## src/rtl/rice_core_issue_controller_pkg.sv

```systemverilog
`default_nettype none
// ============================================================================
// Module      : rice_core_issue_controller_pkg
// Description : Shared types for the ID->EX issue controller: controller
//               state encoding and register-index types.
// Revision    : 1.0 - initial release
// ============================================================================
package rice_core_issue_controller_pkg;

    typedef enum logic [1:0] {
        ST_IDLE  = 2'd0,
        ST_RUN   = 2'd1,
        ST_FLUSH = 2'd2,
        ST_DRAIN = 2'd3
    } rice_core_issue_state;

    typedef logic [4:0] rice_core_rd;
    typedef logic [4:0] rice_core_rs;

endpackage
`default_nettype wire

```

## src/rtl/rice_core_issue_queue.sv

```systemverilog
`default_nettype none
// ============================================================================
// Module      : rice_core_issue_queue
// Description : In-order FIFO of destination registers for in-flight writes.
//               Provides occupancy count, head entry and a registered mask of
//               all registers with a write outstanding.
// Ports       : i_clk/i_rst_n  clock, async active-low reset
//               i_push/i_push_rd  enqueue a destination register
//               i_pop          dequeue the head entry
//               o_count        number of valid entries (0..DEPTH)
//               o_head         oldest destination register
//               o_mask         bit n set = at least one entry holds xn
// Revision    : 1.0 - initial release
// ============================================================================
import rice_core_issue_controller_pkg::*;

module rice_core_issue_queue #(
    parameter int DEPTH = 4
) (
    input  logic                     i_clk,
    input  logic                     i_rst_n,
    input  logic                     i_push,
    input  rice_core_rd              i_push_rd,
    input  logic                     i_pop,
    output logic [$clog2(DEPTH):0]   o_count,
    output rice_core_rd              o_head,
    output logic [31:0]              o_mask
);

    localparam int c_PTR_W = $clog2(DEPTH);
    localparam int c_CNT_W = c_PTR_W + 1;

    rice_core_rd          rd_q [DEPTH];
    rice_core_rd          rd_d [DEPTH];
    logic [DEPTH-1:0]     valid_q, valid_d;
    logic [c_PTR_W-1:0]   wr_ptr_q, wr_ptr_d;
    logic [c_PTR_W-1:0]   rd_ptr_q, rd_ptr_d;
    logic [c_CNT_W-1:0]   count_q, count_d;
    logic [31:0]          mask_q, mask_d;

    // Pointers are exactly c_PTR_W bits wide so DEPTH (a power of two) wraps
    // naturally. The caller never pushes into a full queue, so a push slot
    // never collides with the slot being popped.
    always_comb begin
        rd_d     = rd_q;
        valid_d  = valid_q;
        wr_ptr_d = wr_ptr_q;
        rd_ptr_d = rd_ptr_q;
        if (i_push) begin
            rd_d[wr_ptr_q]    = i_push_rd;
            valid_d[wr_ptr_q] = 1'b1;
            wr_ptr_d          = wr_ptr_q + 1'b1;
        end
        if (i_pop) begin
            valid_d[rd_ptr_q] = 1'b0;
            rd_ptr_d          = rd_ptr_q + 1'b1;
        end
        count_d = count_q + c_CNT_W'(i_push) - c_CNT_W'(i_pop);

        // Mask is built from next-state contents so it is valid the cycle
        // after a push/pop. Duplicates naturally keep the bit set until the
        // last copy leaves.
        mask_d = 32'd0;
        for (int i = 0; i < DEPTH; i++) begin
            if (valid_d[i]) begin
                mask_d[rd_d[i]] = 1'b1;
            end
        end
        mask_d[0] = 1'b0;
    end

    always_ff @(posedge i_clk or negedge i_rst_n) begin
        if (!i_rst_n) begin
            for (int i = 0; i < DEPTH; i++) begin
                rd_q[i] <= '0;
            end
            valid_q  <= '0;
            wr_ptr_q <= '0;
            rd_ptr_q <= '0;
            count_q  <= '0;
            mask_q   <= '0;
        end else begin
            rd_q     <= rd_d;
            valid_q  <= valid_d;
            wr_ptr_q <= wr_ptr_d;
            rd_ptr_q <= rd_ptr_d;
            count_q  <= count_d;
            mask_q   <= mask_d;
        end
    end

    assign o_count = count_q;
    assign o_head  = rd_q[rd_ptr_q];
    assign o_mask  = mask_q;

endmodule
`default_nettype wire

```

## src/rtl/rice_core_issue_controller.sv

```systemverilog
`default_nettype none
// ============================================================================
// Module      : rice_core_issue_controller
// Description : Sequences the ID->EX handoff. Tracks in-flight register
//               writes, stalls on RAW hazards (no forwarding), flushes IF/ID
//               on taken branches and drains on disable.
// Ports       : i_clk, i_rst_n        clock, async active-low reset
//               i_enable              core run enable
//               i_id_valid/rs1/rs2/rd ID-stage instruction
//               i_wb_valid/i_wb_rd    retiring write
//               i_branch_taken        EX redirect
//               o_issue/o_stall/o_flush  pipeline control
//               o_pending_mask        in-flight write mask
//               o_busy                not idle or writes outstanding
//               o_error               sticky writeback-ordering error
// Revision    : 1.0 - initial release
// ============================================================================
import rice_core_issue_controller_pkg::*;

module rice_core_issue_controller #(
    parameter int DEPTH        = 4,
    parameter int FLUSH_CYCLES = 2
) (
    input  logic         i_clk,
    input  logic         i_rst_n,
    input  logic         i_enable,
    input  logic         i_id_valid,
    input  logic [4:0]   i_id_rs1,
    input  logic [4:0]   i_id_rs2,
    input  logic [4:0]   i_id_rd,
    input  logic         i_wb_valid,
    input  logic [4:0]   i_wb_rd,
    input  logic         i_branch_taken,
    output logic         o_issue,
    output logic         o_stall,
    output logic         o_flush,
    output logic [31:0]  o_pending_mask,
    output logic         o_busy,
    output logic         o_error
);

    localparam int c_QCNT_W = $clog2(DEPTH) + 1;
    localparam int c_FCNT_W = (FLUSH_CYCLES > 2) ? $clog2(FLUSH_CYCLES - 1) : 1;

    rice_core_issue_state  state_q, state_d;
    logic [c_FCNT_W-1:0]   flush_cnt_q, flush_cnt_d;
    logic                  error_q, error_d;

    logic [c_QCNT_W-1:0]   w_count;
    logic [c_QCNT_W-1:0]   w_count_after_pop;
    rice_core_rd           w_head;
    logic [31:0]           w_mask;
    logic                  w_hazard;
    logic                  w_full;
    logic                  w_wb_act;
    logic                  w_pop;
    logic                  w_push;

    rice_core_issue_queue #(
        .DEPTH (DEPTH)
    ) u_queue (
        .i_clk     (i_clk),
        .i_rst_n   (i_rst_n),
        .i_push    (w_push),
        .i_push_rd (i_id_rd),
        .i_pop     (w_pop),
        .o_count   (w_count),
        .o_head    (w_head),
        .o_mask    (w_mask)
    );

    // Hazard and full use the registered (pre-pop) view: ID reads the
    // register file before a same-cycle writeback lands.
    assign w_hazard = ((i_id_rs1 != 5'd0) && w_mask[i_id_rs1]) ||
                      ((i_id_rs2 != 5'd0) && w_mask[i_id_rs2]);
    assign w_full   = (w_count == c_QCNT_W'(DEPTH));

    assign w_wb_act          = i_wb_valid && (i_wb_rd != 5'd0);
    assign w_pop             = w_wb_act && (w_count != '0);
    assign w_count_after_pop = w_count - c_QCNT_W'(w_pop);

    always_comb begin
        state_d     = state_q;
        flush_cnt_d = flush_cnt_q;
        o_flush     = 1'b0;

        case (state_q)
            ST_IDLE: begin
                if (i_enable) begin
                    state_d = ST_RUN;
                end
            end
            ST_RUN: begin
                o_flush = i_branch_taken;
                if (!i_enable) begin
                    state_d = ST_DRAIN;
                end else if (i_branch_taken && (FLUSH_CYCLES > 1)) begin
                    // Branch cycle itself is the first flush cycle.
                    state_d     = ST_FLUSH;
                    flush_cnt_d = c_FCNT_W'(FLUSH_CYCLES - 2);
                end
            end
            ST_FLUSH: begin
                o_flush = 1'b1;
                if (!i_enable) begin
                    state_d = ST_DRAIN;
                end else if (flush_cnt_q == '0) begin
                    state_d = ST_RUN;
                end else begin
                    flush_cnt_d = flush_cnt_q - 1'b1;
                end
            end
            ST_DRAIN: begin
                if (w_count_after_pop == '0) begin
                    state_d = ST_IDLE;
                end
            end
            default: begin
                state_d = ST_IDLE;
            end
        endcase

        o_issue = (state_q == ST_RUN) && i_enable && i_id_valid &&
                  !w_hazard && !w_full && !o_flush;
        o_stall = i_id_valid && !o_issue && !o_flush;
        w_push  = o_issue && (i_id_rd != 5'd0);

        // Mismatched head is still popped; writeback on empty is not.
        error_d = error_q ||
                  (w_wb_act && ((w_count == '0) || (i_wb_rd != w_head)));
    end

    always_ff @(posedge i_clk or negedge i_rst_n) begin
        if (!i_rst_n) begin
            state_q     <= ST_IDLE;
            flush_cnt_q <= '0;
            error_q     <= 1'b0;
        end else begin
            state_q     <= state_d;
            flush_cnt_q <= flush_cnt_d;
            error_q     <= error_d;
        end
    end

    assign o_pending_mask = w_mask;
    assign o_busy         = (state_q != ST_IDLE) || (w_count != '0);
    assign o_error        = error_q;

endmodule
`default_nettype wire

```

## config.mk

```make
export PLATFORM = sky130hd
export DESIGN_NAME = rice_core_issue_controller
export DESIGN_NICKNAME = d
export VERILOG_FILES = /design/src/rtl/rice_core_issue_controller_pkg.sv /design/src/rtl/rice_core_issue_queue.sv /design/src/rtl/rice_core_issue_controller.sv
export SDC_FILE = /design/constraint.sdc
export NUM_CORES = 1
export LEC_CHECK = 0
export ABC_CLOCK_PERIOD_IN_PS = 3200
export BUFFER_PORTS_ARGS = -buffer_cell sky130_fd_sc_hd__buf_2
export CORE_MARGIN = 4
export CORE_UTILIZATION = 32
export DETAILED_ROUTE_END_ITERATION = 10
export PLACE_DENSITY = 0.54
export SKIP_CTS_REPAIR_TIMING = 1
export SLEW_MARGIN = 40
export SYNTH_ARGS = -nofsm -noshare
export SYNTH_HDL_FRONTEND = slang
export SYNTH_SLANG_ARGS = --single-unit
```

## constraint.sdc

```tcl
create_clock -name i_clk -period 3.2 [get_ports i_clk]
set_input_delay 0.32 -clock i_clk [delete_from_list [all_inputs] [get_ports i_clk]]
set_output_delay 0.32 -clock i_clk [all_outputs]
set_load 0.05 [all_outputs]
```

# Word level (Yosys, flattened, before mapping)
# Cells that the tools add are included.
# totals
reg_bits,66
inputBits,26
output_inout_bits,37
word_cells,137
# op_classes
addsub,6
magnitude_cmp,17
n_eq_ne,12
muxes,42
bitwise,8
n_reduce_logical,40
# ops
op,count
$mux W32,4
$or A32 B32 Y32,3
$lt A5 B6 Y1 const B,6
$bwmux W20,1
$demux W1 S5,4
$ge A5 B1 Y1 const B,4
$logic_and A1 B1 Y1,20
$mux W20,1
$reduce_bool A5 Y1,4
$mux W5,3
$mux W1,12
$mux W2,6
$bmux W1 S5,2
$bmux W5 S2,1
$demux W5 S2,1
$ne A2 B2 Y1 const B,5
$mux W4,2
$pmux W2 S4,1
$reduce_and A4 Y1,2
$ge A3 B3 Y1 const B,2
$logic_not A3 Y1,2
$lt A2 B3 Y1 const B,2
$ne A3 B3 Y1 const B,2
$not A2 Y3,2
other kinds (20),33

# Depth between registers and ports, before layout
# logic_depth
depth_word,21
mapped_depth,15
depth_no_buf,15

# Cells and area by module
# From an unflattened synthesis, not the netlist that was laid out.
# unflattened
cells_unflattened,500
area_unflattened_um2,5072.4
# modules_own_cells
mod,instances,cells_per_inst,area_each_um2,seq_area_each_um2
rice_core_issue_queue,1,392,4087.7,1551.5
rice_core_issue_controller,1,108,984.7,75.1

# Worst setup path after synthesis
# No wires, ideal clock.
# synth_timing
kind,reg2reg
startpoint,reg u_queue.mask_q[15] (netlist: u_queue.o_mask[15])
endpoint,reg u_queue.count_q[2] (netlist: u_queue.o_count[2])
setup_time_ns,0.126
arrival_ns,3.993
required_ns,3.074
setup_slack_ns,-0.918
stages_incl_launch_ff,13
n_path_buf,0
synth_period_minus_slack_ns,4.118
cell_sequence,dfrtp_1 -> mux4_2 -> a211oi_1 -> o41ai_2 -> nor4b_2 -> nand2b_1 -> ha_1 -> inv_1 -> ha_1 -> inv_1 -> fa_1 -> xnor2_1 -> xnor2_1
# synth_via
elab_chain_len,11
elab_cells_between_ends,14
classes_between,2 x add/sub; 4 x mux; 8 x reduce/logical
# synth_rtl
item,line,source
start: declaration,rice_core_issue_queue.sv:39,"logic [31:0] mask_q, mask_d;"
start signal: assignment,rice_core_issue_queue.sv:88,mask_q <= mask_d;
$bmux W1 S5 (on tied branches),"rice_core_issue_controller.sv:74, rice_core_issue_controller.sv:75",
$mux W1 (on tied branches),"rice_core_issue_controller.sv:74, rice_core_issue_controller.sv:75",
$logic_and A1 B1 Y1 (on tied branches),"rice_core_issue_controller.sv:74, rice_core_issue_controller.sv:75",
$logic_or A1 B1 Y1 *,rice_core_issue_controller.sv:74,assign w_hazard = ((i_id_rs1 != 5'd0) && w_mask[i_id_rs1]) ||
$logic_not A1 Y1 *,rice_core_issue_controller.sv:124,!w_hazard && !w_full && !o_flush;
$logic_and A1 B1 Y1 *,rice_core_issue_controller.sv:123,o_issue = (state_q == ST_RUN) && i_enable && i_id_valid &&
$logic_and A1 B1 Y1 * (2 in series),rice_core_issue_controller.sv:124,
via o_issue,rice_core_issue_controller.sv:34,"output logic o_issue,"
$logic_and A1 B1 Y1 *,rice_core_issue_controller.sv:126,w_push = o_issue && (i_id_rd != 5'd0);
$add A3 B1 Y3 *,rice_core_issue_queue.sv:58,count_d = count_q + c_CNT_W'(i_push) - c_CNT_W'(i_pop);
$sub A3 B1 Y3 *,rice_core_issue_queue.sv:58,
via u_queue.count_d[2],rice_core_issue_queue.sv:38,"logic [c_CNT_W-1:0] count_q, count_d;"
end signal: assignment,rice_core_issue_queue.sv:87,count_q <= count_d;
end: declaration,rice_core_issue_queue.sv:38,
# Mark *: on every way through the listed nets, which the timed path passes. The rest lies on a longest branch. The select of a mux whose other input is x is not followed.
# A chain may end at the register's enable or synchronous reset.

# Final worst setup path
# layout_timing
startpoint,reg u_queue.mask_q[13] (netlist: u_queue.o_mask[13])
endpoint,reg u_queue.count_q[2] (netlist: u_queue.o_count[2])
# layout_via
elab_chain_len,11
elab_cells_between_ends,14
classes_between,2 x add/sub; 4 x mux; 8 x reduce/logical
# layout_rtl
item,line
$bmux W1 S5 (on tied branches),"rice_core_issue_controller.sv:74, rice_core_issue_controller.sv:75"
$mux W1 (on tied branches),"rice_core_issue_controller.sv:74, rice_core_issue_controller.sv:75"
$logic_and A1 B1 Y1 (on tied branches),"rice_core_issue_controller.sv:74, rice_core_issue_controller.sv:75"
$logic_or A1 B1 Y1 *,rice_core_issue_controller.sv:74
$logic_not A1 Y1 *,rice_core_issue_controller.sv:124
$logic_and A1 B1 Y1 *,rice_core_issue_controller.sv:123
$logic_and A1 B1 Y1 * (2 in series),rice_core_issue_controller.sv:124
$logic_and A1 B1 Y1 *,rice_core_issue_controller.sv:126
$add A3 B1 Y3 *,rice_core_issue_queue.sv:58
$sub A3 B1 Y3 *,rice_core_issue_queue.sv:58
via u_queue.count_d[2],rice_core_issue_queue.sv:38
# Marks and branches as above.

==> summary.txt <==
Critical path
  – Crit-path leading delay family: adder cells
  – CP Buf/Inv Count: 2
  – Crit start category: flop
  – CP Cell Sequence: mux4_2 -> nand2b_1 -> a21oi_1 -> o41ai_2 -> nor4b_4 -> nand2b_1 -> ha_1 -> inv_1 -> ha_1 -> inv_1 -> fa_2 -> xnor2_2 -> xnor2_1
  – Data required, critical path: 3.42 ns
  – WS Path Type: reg -> reg
  – CP max stage delay: 0.48 ns
  – Reg2reg start: u_queue.o_mask[13]
  – Critical Path Fanout Max: 3
  – Arrival time worst endpoint: 3.22 ns
  – Critical Path Start: u_queue.o_mask[13]
  – Worst setup EP type: flop
  – Max stage delay cell, worst path: mux4_2

CTS
  – Total CTS buffers: 9
  – CTS root buffer: clkbuf_16
  – CTS tree: done
  – H-Tree Depth: 3
  – Sink Count: 65
  – Worst-Skew Late Latency: 0.34 ns
  – Bufs on Longest Clock Path: 2
  – Clock-pin slew on the worst setup and hold paths: 0.06 ns

Die
  – Core box area: 20300 µm²
  – Die width: 152.1 µm
  – Site row count: 52
  – Die ar.: 23130 µm²
  – Die height: 152.1 µm
  – Starting Density: 32.73%
  – I/O pin count: 63

STA
  – Max Freq: 333.3 MHz
  – Final Slew Violations: 0
  – Slew @ Worst Pin: 0.7433 ns
  – Fin crit share: 93.76%
  – Final hold slack: -0.03956 ns
  – Setup Skew: 0.005200 ns
  – Post-route setup TNS: 0 ns
  – Final setup fails: 0
  – Setup WS post-layout: 0.1997 ns
  – Final hold vios: 18
  – Tmin final: 3.000 ns
  – Slew margin rel.: 50.26%

Pwr
  – Switching pwr: 1754 µW
  – Int Pwr: 2278 µW
  – Reg power frac: 34.1%
  – Combinational Power Share: 42.1%
  – Max VDD drop: 263.7 µV
  – Clock power share: 23.9%
  – Pwr dens: 532.5 nW/µm²
  – Switching share of power: 43.49%
  – Leakage Power: 0.003090 µW

Cells and area
  – Share of layout cells above drive strength 1: 21.76%
  – Nets: 902
  – Most common cell after layout, fill and taps aside: nor2_1
  – Synthesis-to-finish area growth: 13.95%
  – Ant diodes: 0
  – Most frequent cells in the layout: 255 x nor2_1, 141 x mux2i_1, 61 x buf_2

Logic synthesis
  – Yosys reg bits: 65
  – EDFF count, synth: 0
  – Post-synthesis cell type count: 53
  – Prevailing post-synth register cell: dfrtp_1
  – Avg Inst Size Synth: 8.233 µm²
  – Total number of yosys warnings: 0
  – Post-Synthesis Cell Area: 6644 µm²
  – Mapped Nets: 850
  – Post-synth ARST share: 100.0%
  – Post-synthesis sequential area ratio: 24.48%
  – Cells after Synth: 807

Placed design
  – Number of port buffers: 61
  – Hpwl dp: 15490 µm
  – Gpl congestion: 0.8888
  – Dpl ws: 0.06136 ns

Global routing
  – Total Routing Usage GR: 19.50%
  – Vias in the first global route: 6112
  – Grt ovf: 0
  – Largest net degree at the start of global routing: 66
  – First-pass GRT wire length: 35690 µm
  – Initial antenna violation count: 0

Drt
  – Via Count: 6286
  – Antenna-violating nets left: 0
  – Iter 0 DRT Violations: 755
  – Wire length per cell: 20.32 µm
  – Final WL: 23050 µm
  – Post-DR vias/cell: 5.543
  – Drt drc: 0
  – 1st-pass router iterations: 5

Min path
  – Hold/Removal Path Class: in -> async

Flow run
  – Number of max-cap violations: 0

Run status
  – Violated checks: negative hold slack
  – Run status: finished with violations
-- path summary, 6_finish.rpt --
check / end / slack, ns / cells past startpoint
max in group asynchronous: u_queue.o_mask[9] / 2.89 / 2
min in group i_clk: state_q[1] / 0.32 / 4
min reg2reg: o_error / 0.47 / 1
max: u_queue.o_count[2] / 0.20 / 13
max reg2reg: u_queue.o_count[2] / 0.20 / 13
min: u_queue.valid_q[3] / -0.04 / 2
-- cell usage after synthesis, types with 3 or more instances --
| library cell | count | area share [%] |
|---|---|---|
| nor3b_1 | 4 | 0.45 |
| a211oi_1 | 3 | 0.34 |
| nor2_1 | 255 | 14 |
| a21oi_1 | 5 | 0.38 |
| or3_1 | 6 | 0.57 |
| buf_6 | 7 | 1.2 |
| nor4_1 | 6 | 0.57 |
| mux4_2 | 10 | 3.4 |
| ha_1 | 16 | 3.0 |
| mux2i_1 | 141 | 21 |
| nand2_1 | 44 | 2.5 |
| mux2_2 | 22 | 3.7 |
| clkbuf_1 | 22 | 1.2 |
| inv_1 | 14 | 0.79 |
| buf_4 | 5 | 0.57 |
| nand3_1 | 7 | 0.53 |
| nor2b_1 | 5 | 0.47 |
| xnor2_1 | 9 | 1.2 |
| nand3b_1 | 18 | 2.0 |
| nor3_1 | 3 | 0.23 |
| buf_2 | 8 | 0.60 |
| a22oi_1 | 4 | 0.45 |
| o21ai_0 | 5 | 0.38 |
| nand4b_1 | 10 | 1.3 |
| dfrtp_1 | 65 | 24 |
| and2_1 | 21 | 2.0 |
| nand4_1 | 38 | 3.6 |
| or3b_2 | 9 | 1.2 |
| buf_1 | 5 | 0.28 |
| buf_8 | 9 | 2.0 |
| nand2b_1 | 5 | 0.47 |
-- final cells by class --
class | count | area [µm²]
well taps | 270 | 337.8
repair buffers | 100 | 660.6
clock buffers | 10 | 229.0
multi-input cells | 669 | 4591
fillers | 2109 | 12730
inverters | 14 | 52.55
clock inverters | 6 | 60.06
flip-flops and latches | 65 | 1640
-- stage by stage --
stage	utilization (%)	hold WS, ns	instances	power (µW)	instance area [µm²]
6_report	37.30	-0.03956	1134	4032	7571
5_1_grt	37.30	0.002498	1134	4255	7571
4_1_cts	37.15	-0.002378	1133	3985	7541
3_5_place_dp	35.72	0.3665	1117	3006	7252
3_3_place_gp	35.69	0.3685	1117	2993	7244
2_1_floorplan	-	0.02441	807	2443	6671
-- power by group through the flow --
stage | Combinational (µW) | Clock [µW] | Sequential [µW]
4_1_cts | 1640 | 988 | 1350
5_1_grt | 1840 | 1020 | 1400
3_5_place_dp | 1640 | 0 | 1370
3_3_place_gp | 1630 | 0 | 1370
6_report | 1700 | 962 | 1370
2_1_floorplan | 1240 | 0 | 1200
-- per-layer routing --
layer / track usage [%] / share of wire, % / vias to the layer above
met2: 28.70 / 42 / 332
met3: 5.176 / 9.8 / 75
li1: - / - / 2899
met1: 27.04 / 44 / 2980
met5: 0 / 0 / -
met4: 8.219 / 3.9 / 0
-- logic make-up after synthesis --
kind of cell | count (synthesis) | share of synthesized area [%]
AO/OA/AOI/OAI | 26 | 2.825
other | 1 | 0.05644
XOR/XNOR | 10 | 1.318
flip-flops | 65 | 24.48
AND/OR/NAND/NOR | 441 | 31.79
buffers and inverters | 73 | 7.458
multiplexers | 174 | 28.76
adder cells (fa/ha/maj) | 17 | 3.314
-- registers in the layout, indices dropped and copies added, names as in the netlist --
name              cells
state_q               2
u_queue.o_count       3
o_error               1
u_queue.rd_ptr_q      2
u_queue.wr_ptr_q      2
u_queue.valid_q       4
u_queue.rd_q         20
u_queue.o_mask       31
No activity file was read; power rests on OpenSTA's default activity.
